===== config.mk =====
export PLATFORM = sky130hd
export DESIGN_NAME = data_mem_ctrl
export DESIGN_NICKNAME = d
export VERILOG_FILES = /design/src/rtl/data_mem_ctrl.sv
export SDC_FILE = /design/constraint.sdc
export NUM_CORES = 1
export LEC_CHECK = 0
export CAP_MARGIN = 20
export CORE_UTILIZATION = 41
export DETAILED_ROUTE_END_ITERATION = 7
export GPL_TIMING_DRIVEN = 0
export PLACE_DENSITY = 0.88
export SLEW_MARGIN = 20
export SYNTH_ARGS = -nofsm -noshare
export SYNTH_HDL_FRONTEND = slang
export SYNTH_SLANG_ARGS = --single-unit
export TNS_END_PERCENT = 30

===== constraint.sdc =====
create_clock -name clk -period 10.1 [get_ports clk]
set_clock_uncertainty 0.2 [all_clocks]
set_input_delay 2.02 -clock clk [delete_from_list [all_inputs] [get_ports clk]]
set_output_delay 2.02 -clock clk [all_outputs]
set_load 0.02 [all_outputs]

===== src/rtl/data_mem_ctrl.sv =====
`default_nettype none
// ============================================================================
// Module   : data_mem_ctrl
// Purpose  : Routes core loads/stores to on-chip RAM, a req/ack IO window
//            with timeout, or unmapped space (error pulse).
// Revision : 1.0
// ============================================================================
module data_mem_ctrl #(
   parameter int          RAM_WORDS  = 1024,
   parameter logic [31:0] IO_BASE    = 32'h0001_0000,
   parameter int          IO_SIZE    = 256,
   parameter int          IO_TIMEOUT = 16,
   parameter logic [31:0] ERR_DATA   = 32'hDEAD_BEEF
) (
   input  logic                         clk,
   input  logic                         reset,
   input  logic                         write_enable,
   input  logic                         read_enable,
   input  logic [31:0]                  WriteAddress,
   input  logic [31:0]                  WriteData,
   output logic [31:0]                  ReadData,
   output logic                         stall,
   output logic                         bus_error,
   output logic [$clog2(RAM_WORDS)-1:0] ram_addr,
   output logic [31:0]                  ram_wdata,
   output logic                         ram_wren,
   input  logic [31:0]                  ram_rdata,
   output logic                         io_req,
   output logic                         io_we,
   output logic [31:0]                  io_addr,
   output logic [31:0]                  io_wdata,
   input  logic                         io_ack,
   input  logic [31:0]                  io_rdata
);

   localparam int                 c_ram_aw   = $clog2(RAM_WORDS);
   localparam int                 c_cnt_w    = $clog2(IO_TIMEOUT) + 1;
   localparam logic [c_cnt_w-1:0] c_cnt_last = c_cnt_w'(IO_TIMEOUT - 1);
   localparam logic [32:0]        c_ram_end  = 33'(RAM_WORDS) << 2;
   localparam logic [32:0]        c_io_lo    = {1'b0, IO_BASE};
   localparam logic [32:0]        c_io_hi    = {1'b0, IO_BASE} + 33'(IO_SIZE);

   typedef enum logic [1:0] {
      S_IDLE = 2'd0,
      S_REQ  = 2'd1,
      S_DONE = 2'd2
   } state_t;

   typedef enum logic [1:0] {
      SRC_NONE = 2'd0,
      SRC_RAM  = 2'd1,
      SRC_IO   = 2'd2,
      SRC_ZERO = 2'd3
   } src_t;

   state_t             r_state, w_next_state;
   src_t               r_src, w_next_src;
   logic [c_cnt_w-1:0] r_cnt;
   logic [31:0]        r_rd;
   logic               r_bus_error, w_bus_error_next;
   logic               r_io_we;
   logic [31:0]        r_io_addr, r_io_wdata;

   logic [32:0]        w_addr33;
   logic               w_access, w_read, w_ram_hit, w_io_hit, w_timeout;

   // Compare in 33 bits so a window ending at 4 GiB cannot wrap.
   assign w_addr33  = {1'b0, WriteAddress};
   assign w_access  = write_enable | read_enable;
   assign w_read    = read_enable & ~write_enable;
   assign w_ram_hit = w_addr33 < c_ram_end;
   assign w_io_hit  = ~w_ram_hit & (w_addr33 >= c_io_lo) & (w_addr33 < c_io_hi);
   assign w_timeout = (r_state == S_REQ) & ~io_ack & (r_cnt == c_cnt_last);

   always_comb begin
      w_next_state     = r_state;
      w_next_src       = SRC_NONE;
      w_bus_error_next = 1'b0;
      stall            = 1'b0;
      io_req           = 1'b0;
      case (r_state)
         S_IDLE: begin
            if (w_access) begin
               if (w_ram_hit) begin
                  if (w_read) w_next_src = SRC_RAM;
               end else if (w_io_hit) begin
                  stall        = ~reset;
                  w_next_state = S_REQ;
               end else begin
                  w_bus_error_next = 1'b1;
                  if (w_read) w_next_src = SRC_ZERO;
               end
            end
         end
         S_REQ: begin
            io_req           = 1'b1;
            stall            = 1'b1;
            w_bus_error_next = w_timeout;
            if (io_ack || w_timeout) w_next_state = S_DONE;
         end
         S_DONE: begin
            // Completion cycle: the core's unchanged inputs are not decoded again.
            w_next_state = S_IDLE;
            if (!r_io_we) w_next_src = SRC_IO;
         end
         default: w_next_state = S_IDLE;
      endcase
   end

   always_ff @(posedge clk or posedge reset) begin
      if (reset) begin
         r_state     <= S_IDLE;
         r_src       <= SRC_NONE;
         r_cnt       <= '0;
         r_rd        <= '0;
         r_bus_error <= 1'b0;
         r_io_we     <= 1'b0;
         r_io_addr   <= '0;
         r_io_wdata  <= '0;
      end else begin
         r_state     <= w_next_state;
         r_src       <= w_next_src;
         r_bus_error <= w_bus_error_next;
         case (r_state)
            S_IDLE: begin
               if (w_access && w_io_hit) begin
                  r_io_addr  <= {WriteAddress[31:2], 2'b00};
                  r_io_wdata <= WriteData;
                  r_io_we    <= write_enable;
                  r_cnt      <= '0;
               end
            end
            S_REQ: begin
               if (io_ack) begin
                  if (!r_io_we) r_rd <= io_rdata;
               end else if (w_timeout) begin
                  r_rd <= ERR_DATA;
               end else begin
                  r_cnt <= r_cnt + c_cnt_w'(1);
               end
            end
            default: ;
         endcase
      end
   end

   always_comb begin
      ReadData = '0;
      case (r_src)
         SRC_RAM: ReadData = ram_rdata;
         SRC_IO:  ReadData = r_rd;
         default: ReadData = '0;
      endcase
   end

   assign ram_addr  = WriteAddress[2 +: c_ram_aw];
   assign ram_wdata = WriteData;
   assign ram_wren  = write_enable & w_ram_hit & ~reset & (r_state == S_IDLE);
   assign bus_error = r_bus_error;
   assign io_we     = r_io_we;
   assign io_addr   = r_io_addr;
   assign io_wdata  = r_io_wdata;

endmodule
`default_nettype wire


==> flow_summary.toml, run 1 <==
[outcome]
status = "finished, final reports clean"

[floorplanning]
row_count = 39
io_pins = 276
core_mm2 = 0.0114
die_w_um = 110
chipHeight_um = 110
die-area_mm2 = 0.0122
start_util_pct = 42.3

[pwr]
powerDensity_mw_per_mm2 = 115
clkPwrFrac_pct = 36.2
p_leak_nw = 3.55
p_comb_share_pct = 16.9
ir_drop_mv = 0.110
p_sw_share_pct = 24.5
p_switching_uw = 227
p_seq_share_pct = 47.0
internal-power_uw = 699

[global_route]
grt_first_pass_wirelength_mm = 22.9
antenna_found_initial = 0
grt_max_degree = 60
grt_overflow = 0
track_usage_pct = 23.5
first_global_vias = 4395

[critical_path]
crit_type = "in2out"
start_kind = "input port"
cp_max_fo = 4
cp.arrival_ns = 4.63
worst_ep_required_time_ns = 7.88
endpoint_kind = "output pin"

[final_layout]
syn_to_final_growth_pct = 66.7
antenna_cells = 0
fill_cells = 804
drive_gt1_share_pct = 15.9
nNetsFinal = 830

[sta]
fin_tns_setup_ns = 0
period_share_pct = 67.8
rsz0062_at_grt = "false"
fmax_ghz = 0.146
maxSlewHeadroom_pct = 51.3
finalHoldViolCount = 0
fin_crit_ns = 6.85
slew_violations = 0
worst_pin_slew_ns = 0.724
holdWs_ns = 0.273
setup_violations = 0

[cts]
post_cts_buffers = 0
clk_pin_slew_worst_paths_ns = 0.07
cts_buffer_depth = 2
cts_resized = 0
ctsRootBufferMaster = "clkbuf_16"
cts_num_sinks = 105
htreeDepth = 3
cts_inserted_buffers = 9
cts_hold_buffers = 0
cts_tree = "done"
clk_latency_ns = 0.33

[detailed_routing]
wl_per_cell_um = 17.2
wl_met1_mm = 5.67
via_per_inst = 5.12
wl_met3_um = 802
wirelength_mm = 14.5
dr.pass1.iters = 7
top_layer = "met4"
vias = 4305
post-route-drc-count = 0
drt_iter0_drc = 218
antenna_left = 0
wl_met2_mm = 7.69

[yosys]
syn_inst = 409
synth_edf_count = 0
ys_ff_latch = 105
yosysUniqueCellTypes = 41
async_reset_ff_share_pct = 100
ys_seq_area_share_pct = 54.5
ys_warn_count = 0
avgSynthCellArea_um2 = 11.8
ys.flop_type = "dfrtp_1"
syn-cell-area_mm2 = 0.00482

[job]
maxCapViolCount = 0

[placement]
gp_congestion = 0.909
hpwl_mm = 11.4
port_buffers = 271

[hold_path]
min_path_type = "reg2reg"
==> synth_stat cells, drive strengths merged (5+ instances only) <==
master | instances | share of area [%]
dfrtp | 105 | 54
buf | 51 | 8.1
nor2 | 41 | 3.2
mux2 | 39 | 9.1
a22oi | 32 | 5.0
nor2b | 25 | 3.2
o22a | 23 | 4.2
clkbuf | 16 | 1.2
a22o | 9 | 1.6
inv | 8 | 0.62
o21ai | 7 | 0.73
nand2 | 6 | 0.47
or4 | 6 | 1.1
nor4 | 5 | 0.78
==> stage by stage <==
step	utilization [%]	instance area, µm²	power, mW	instances	worst slack (ns)
2_1_floorplan	-	4830	0.505	410	4.09
6_report	70.4	8040	0.926	841	3.25
5_1_grt	70.4	8040	0.962	841	3.14
3_5_place_dp	67.9	7750	0.599	825	3.26
3_3_place_gp	67.6	7720	0.593	824	3.28
4_1_cts	70.4	8040	0.934	841	3.25
==> critical path, stage by stage <==
cell and delay, ns:
clkdlybuf4s50_1 0.43, or4_1 0.55, or4_4 0.58, nand2b_4 0.17, nor4_2 0.23, clkdlybuf4s50_1 0.65
==> power by group through the flow <==
stage,logic [mW],registers (mW),clock network (mW)
detailed placement,0.156,0.443,0
finish,0.156,0.435,0.335
global placement,0.151,0.443,0
floorplan,0.0638,0.441,0
CTS,0.157,0.435,0.343
global route,0.166,0.435,0.361
==> path summary, 6_finish.rpt <==
check / startpoint / to / slack, ns / cells after the start
worst max-delay path: WriteAddress[15] / ram_wren / 3.25 / 6
worst min-delay path: io_addr[16] / io_addr[16] / 0.27 / 1
worst max register to register: r_cnt[0] / r_rd[31] / 7.65 / 7
worst min register to register: io_addr[16] / io_addr[16] / 0.27 / 1
max in group asynchronous: reset / io_addr[7] / 7.11 / 3
min in group asynchronous: reset / io_we / 1.96 / 2
==> layer usage <==
metal	GRT usage (%)	vias to the layer above
li1	-	1978
met1	27.7	2095
met2	43.4	210
met3	3.62	22
met4	7.73	0
met5	0	-
==> sequential cells by signal, indices dropped and copies added, names as in the netlist <==
| name | cells |
|---|---|
| r_src | 2 |
| r_state | 2 |
| r_rd | 32 |
| io_we | 1 |
| io_addr | 30 |
| io_wdata | 32 |
| bus_error | 1 |
| r_cnt | 5 |
==> cell usage in the layout, fill, tap and decap left out, types with 2 or more instances in the layout <==
master           count
clkinv_4             2
or4_4                2
inv_6                2
nor2_1              41
buf_4               45
clkdlybuf4s50_1    271
nor2b_1             25
conb_1               2
clkbuf_1            16
o22a_1              23
nor3b_1              3
nor3_1               3
o31ai_1              2
nor4_1               4
mux2i_1              2
inv_1                7
a21oi_1              2
a22o_1               9
mux2_2              34
o21ai_0              7
nand2b_1             3
buf_6                4
a22oi_1             32
clkbuf_16            9
nand2_1              6
or4_1                4
mux2_1               5
ha_1                 4
buf_2                2
dfrtp_1            105
or2_2                2
nand3_1              2
==> cells by family after synthesis <==
group / after synthesis / share of synthesized area, %
buf+inv: 75 / 10.0
fa+ha+maj: 4 / 1.04
flops: 105 / 54.5
compound gates: 80 / 12.8
mux: 41 / 9.52
simple gates: 103 / 12.1
other cells: 1 / 0.0777
==> layout make-up <==
type | instances | area [µm²] | area share [%]
clock inverter | 6 | 50.0 | 0.622
clock buffer | 10 | 239 | 2.97
timing repair buffer | 272 | 2740 | 34.1
inverter | 8 | 35.0 | 0.436
tap | 143 | 179 | 2.22
sequential | 105 | 2630 | 32.7
buffer | 67 | 453 | 5.63
multi-input combinational | 230 | 1720 | 21.4
No activity file was read; power rests on OpenSTA's default activity.
==> inputs of run 2 (changes only) <==
--- a/config.mk
+++ b/config.mk
@@ -6,10 +6,10 @@
 export NUM_CORES = 1
 export LEC_CHECK = 0
 export CAP_MARGIN = 20
-export CORE_UTILIZATION = 41
+export CORE_UTILIZATION = 35
 export DETAILED_ROUTE_END_ITERATION = 7
 export GPL_TIMING_DRIVEN = 0
-export PLACE_DENSITY = 0.88
+export PLACE_DENSITY = 0.81
 export SLEW_MARGIN = 20
 export SYNTH_ARGS = -nofsm -noshare
 export SYNTH_HDL_FRONTEND = slang
==> constraint.sdc (replaced) <==
create_clock -name clk -period 5.65 [get_ports clk]
set_clock_uncertainty 0.2 [all_clocks]
set_input_delay 1.13 -clock clk [delete_from_list [all_inputs] [get_ports clk]]
set_output_delay 1.13 -clock clk [all_outputs]
set_load 0.02 [all_outputs]
==> flow_summary.toml, run 2 (synthesis results as in run 1) <==
[outcome]
status = "finished, final reports clean"

[placement]
place_area_mm2 = 0.00779
hpwl_mm = 11.2
gp_congestion = 0.885
port_buffers = 271

[critical_path]
crit_end = "ram_wren"
worst_ep_required_time_ns = 4.32
crit_type = "in2out"
cp_common_cell = "clkdlybuf4s50_1"
rr_worst_depth = 7
r2r_start = "r_cnt[1]"
cp_slowest_cell = "clkdlybuf4s50_1"
timing.critical_path.from = "WriteAddress[15]"
start_kind = "input port"
endpoint_kind = "output pin"
crit_chain = "clkdlybuf4s50_1, or4_1, or4_4, nand2b_4, nor4_2, clkdlybuf4s50_1"
slowest_delay_ns = 0.65
timing.rr.end = "r_rd[31]"
cp.arrival_ns = 3.75
cp_max_fo = 4
ff2ff_setup_slack_ns = 3.19

[sta]
fin_crit_ns = 5.08
maxSlewHeadroom_pct = 51.2
worst_pin_slew_ns = 0.730
finalHoldViolCount = 0
holdWs_ns = 0.288
rsz0062_at_grt = "false"
fin_tns_setup_ns = 0
period_share_pct = 89.9
fmax_ghz = 0.197
setup_violations = 0
slew_violations = 0

[job]
maxCapViolCount = 0

[cts]
cts_inserted_buffers = 9
clk_pin_slew_worst_paths_ns = 0.07
cts_num_sinks = 105
htreeDepth = 3
cts_tree = "done"
cts_resized = 0
cts_buffer_depth = 2
ctsRootBufferMaster = "clkbuf_16"
clk_latency_ns = 0.34
cts_hold_buffers = 0
post_cts_buffers = 0

[detailed_routing]
drt_iter0_drc = 178
wl_per_cell_um = 16.2
wl_met1_mm = 5.48
post-route-drc-count = 0
via_per_inst = 4.92
dr.pass1.iters = 4
antenna_left = 0
wl_met3_um = 882
top_layer = "met4"
vias = 4298
wl_met2_mm = 7.41
wirelength_mm = 14.2

[floorplanning]
row_count = 42
start_util_pct = 36.1
die_w_um = 119
core_mm2 = 0.0133
io_pins = 276
chipHeight_um = 119
die-area_mm2 = 0.0143

[global_route]
first_global_vias = 4318
grt_max_degree = 59
grt_first_pass_wirelength_mm = 22.1
antenna_found_initial = 0
track_usage_pct = 19.7
grt_overflow = 0

[final_layout]
nNetsFinal = 830
drive_gt1_share_pct = 15.9
final_common_cell = "clkdlybuf4s50_1"
final_cell_mix = "clkdlybuf4s50_1 (271), dfrtp_1 (105), buf_4 (45)"
syn_to_final_growth_pct = 67.3
multiInputGateArea_mm2 = 0.00172
antenna_cells = 0
seqCellArea_mm2 = 0.00263
final_area_mm2 = 0.00807
fill_cells = 1081

[pwr]
powerDensity_mw_per_mm2 = 203
p_leak_nw = 3.55
ir_drop_mv = 0.119

[hold_path]
min_path_type = "reg2reg"
-- run 2: cell types whose count changed in the layout (fill, tap and decap cells not counted) --
| cell | previous run | this run |
|---|---|---|
| clkinv_2 | 1 | 2 |
| clkbuf_8 | 1 | 0 |
| clkinvlp_4 | 1 | 0 |
| inv_6 | 2 | 4 |
| inv_8 | 1 | 0 |
-- run 2: through the flow --
| step | utilization [%] | total power [mW] | instances | setup WS, ns |
|---|---|---|---|---|
| detailed placement | 58.4 | 1.07 | 858 | 0.597 |
| global route | 60.5 | 1.71 | 874 | 0.474 |
| CTS | 60.5 | 1.66 | 874 | 0.584 |
| finish | 60.5 | 1.64 | 874 | 0.568 |
| global placement | 58.1 | 1.06 | 857 | 0.0573 |
| floorplan | - | 0.902 | 410 | 1.42 |
-- run 2: per-layer routing --
| layer | up-vias | GRT usage, % |
|---|---|---|
| li1 | 1978 | - |
| met1 | 2096 | 23.2 |
| met2 | 192 | 35.0 |
| met3 | 32 | 3.74 |
| met4 | 0 | 8.52 |
| met5 | - | 0 |
-- run 2: final cells by class --
type,count,area share [%]
tap,176,2.73
timing repair buffer,272,33.9
multi-input combinational,230,21.3
clock buffer,9,2.79
sequential,105,32.5
buffer,67,5.61
clock inverter,7,0.666
inverter,8,0.434
-- run 2: worst min path at each step --
stage	to	cells after the start	from	slack [ns]
2_1_floorplan	r_rd[31]	1	r_rd[31]	0.27
3_3_place_gp	io_addr[16]	1	io_addr[16]	0.26
3_5_place_dp	io_wdata[18]	1	io_wdata[18]	0.28
4_1_cts	io_wdata[18]	1	io_wdata[18]	0.29
5_1_grt	io_wdata[18]	1	io_wdata[18]	0.30
6_report	io_wdata[18]	1	io_wdata[18]	0.29
-- run 2: critical path: cells and delay by family --
kind	cells	cell delay (ns)
buffers and inverters	2	1.07
and+or+nand+nor	4	1.54
-- run 2: report_power, final --
part / internal, mW / switching [mW]
Sequential: 0.767 / 0.0103
Clock: 0.304 / 0.280
Combinational: 0.165 / 0.112
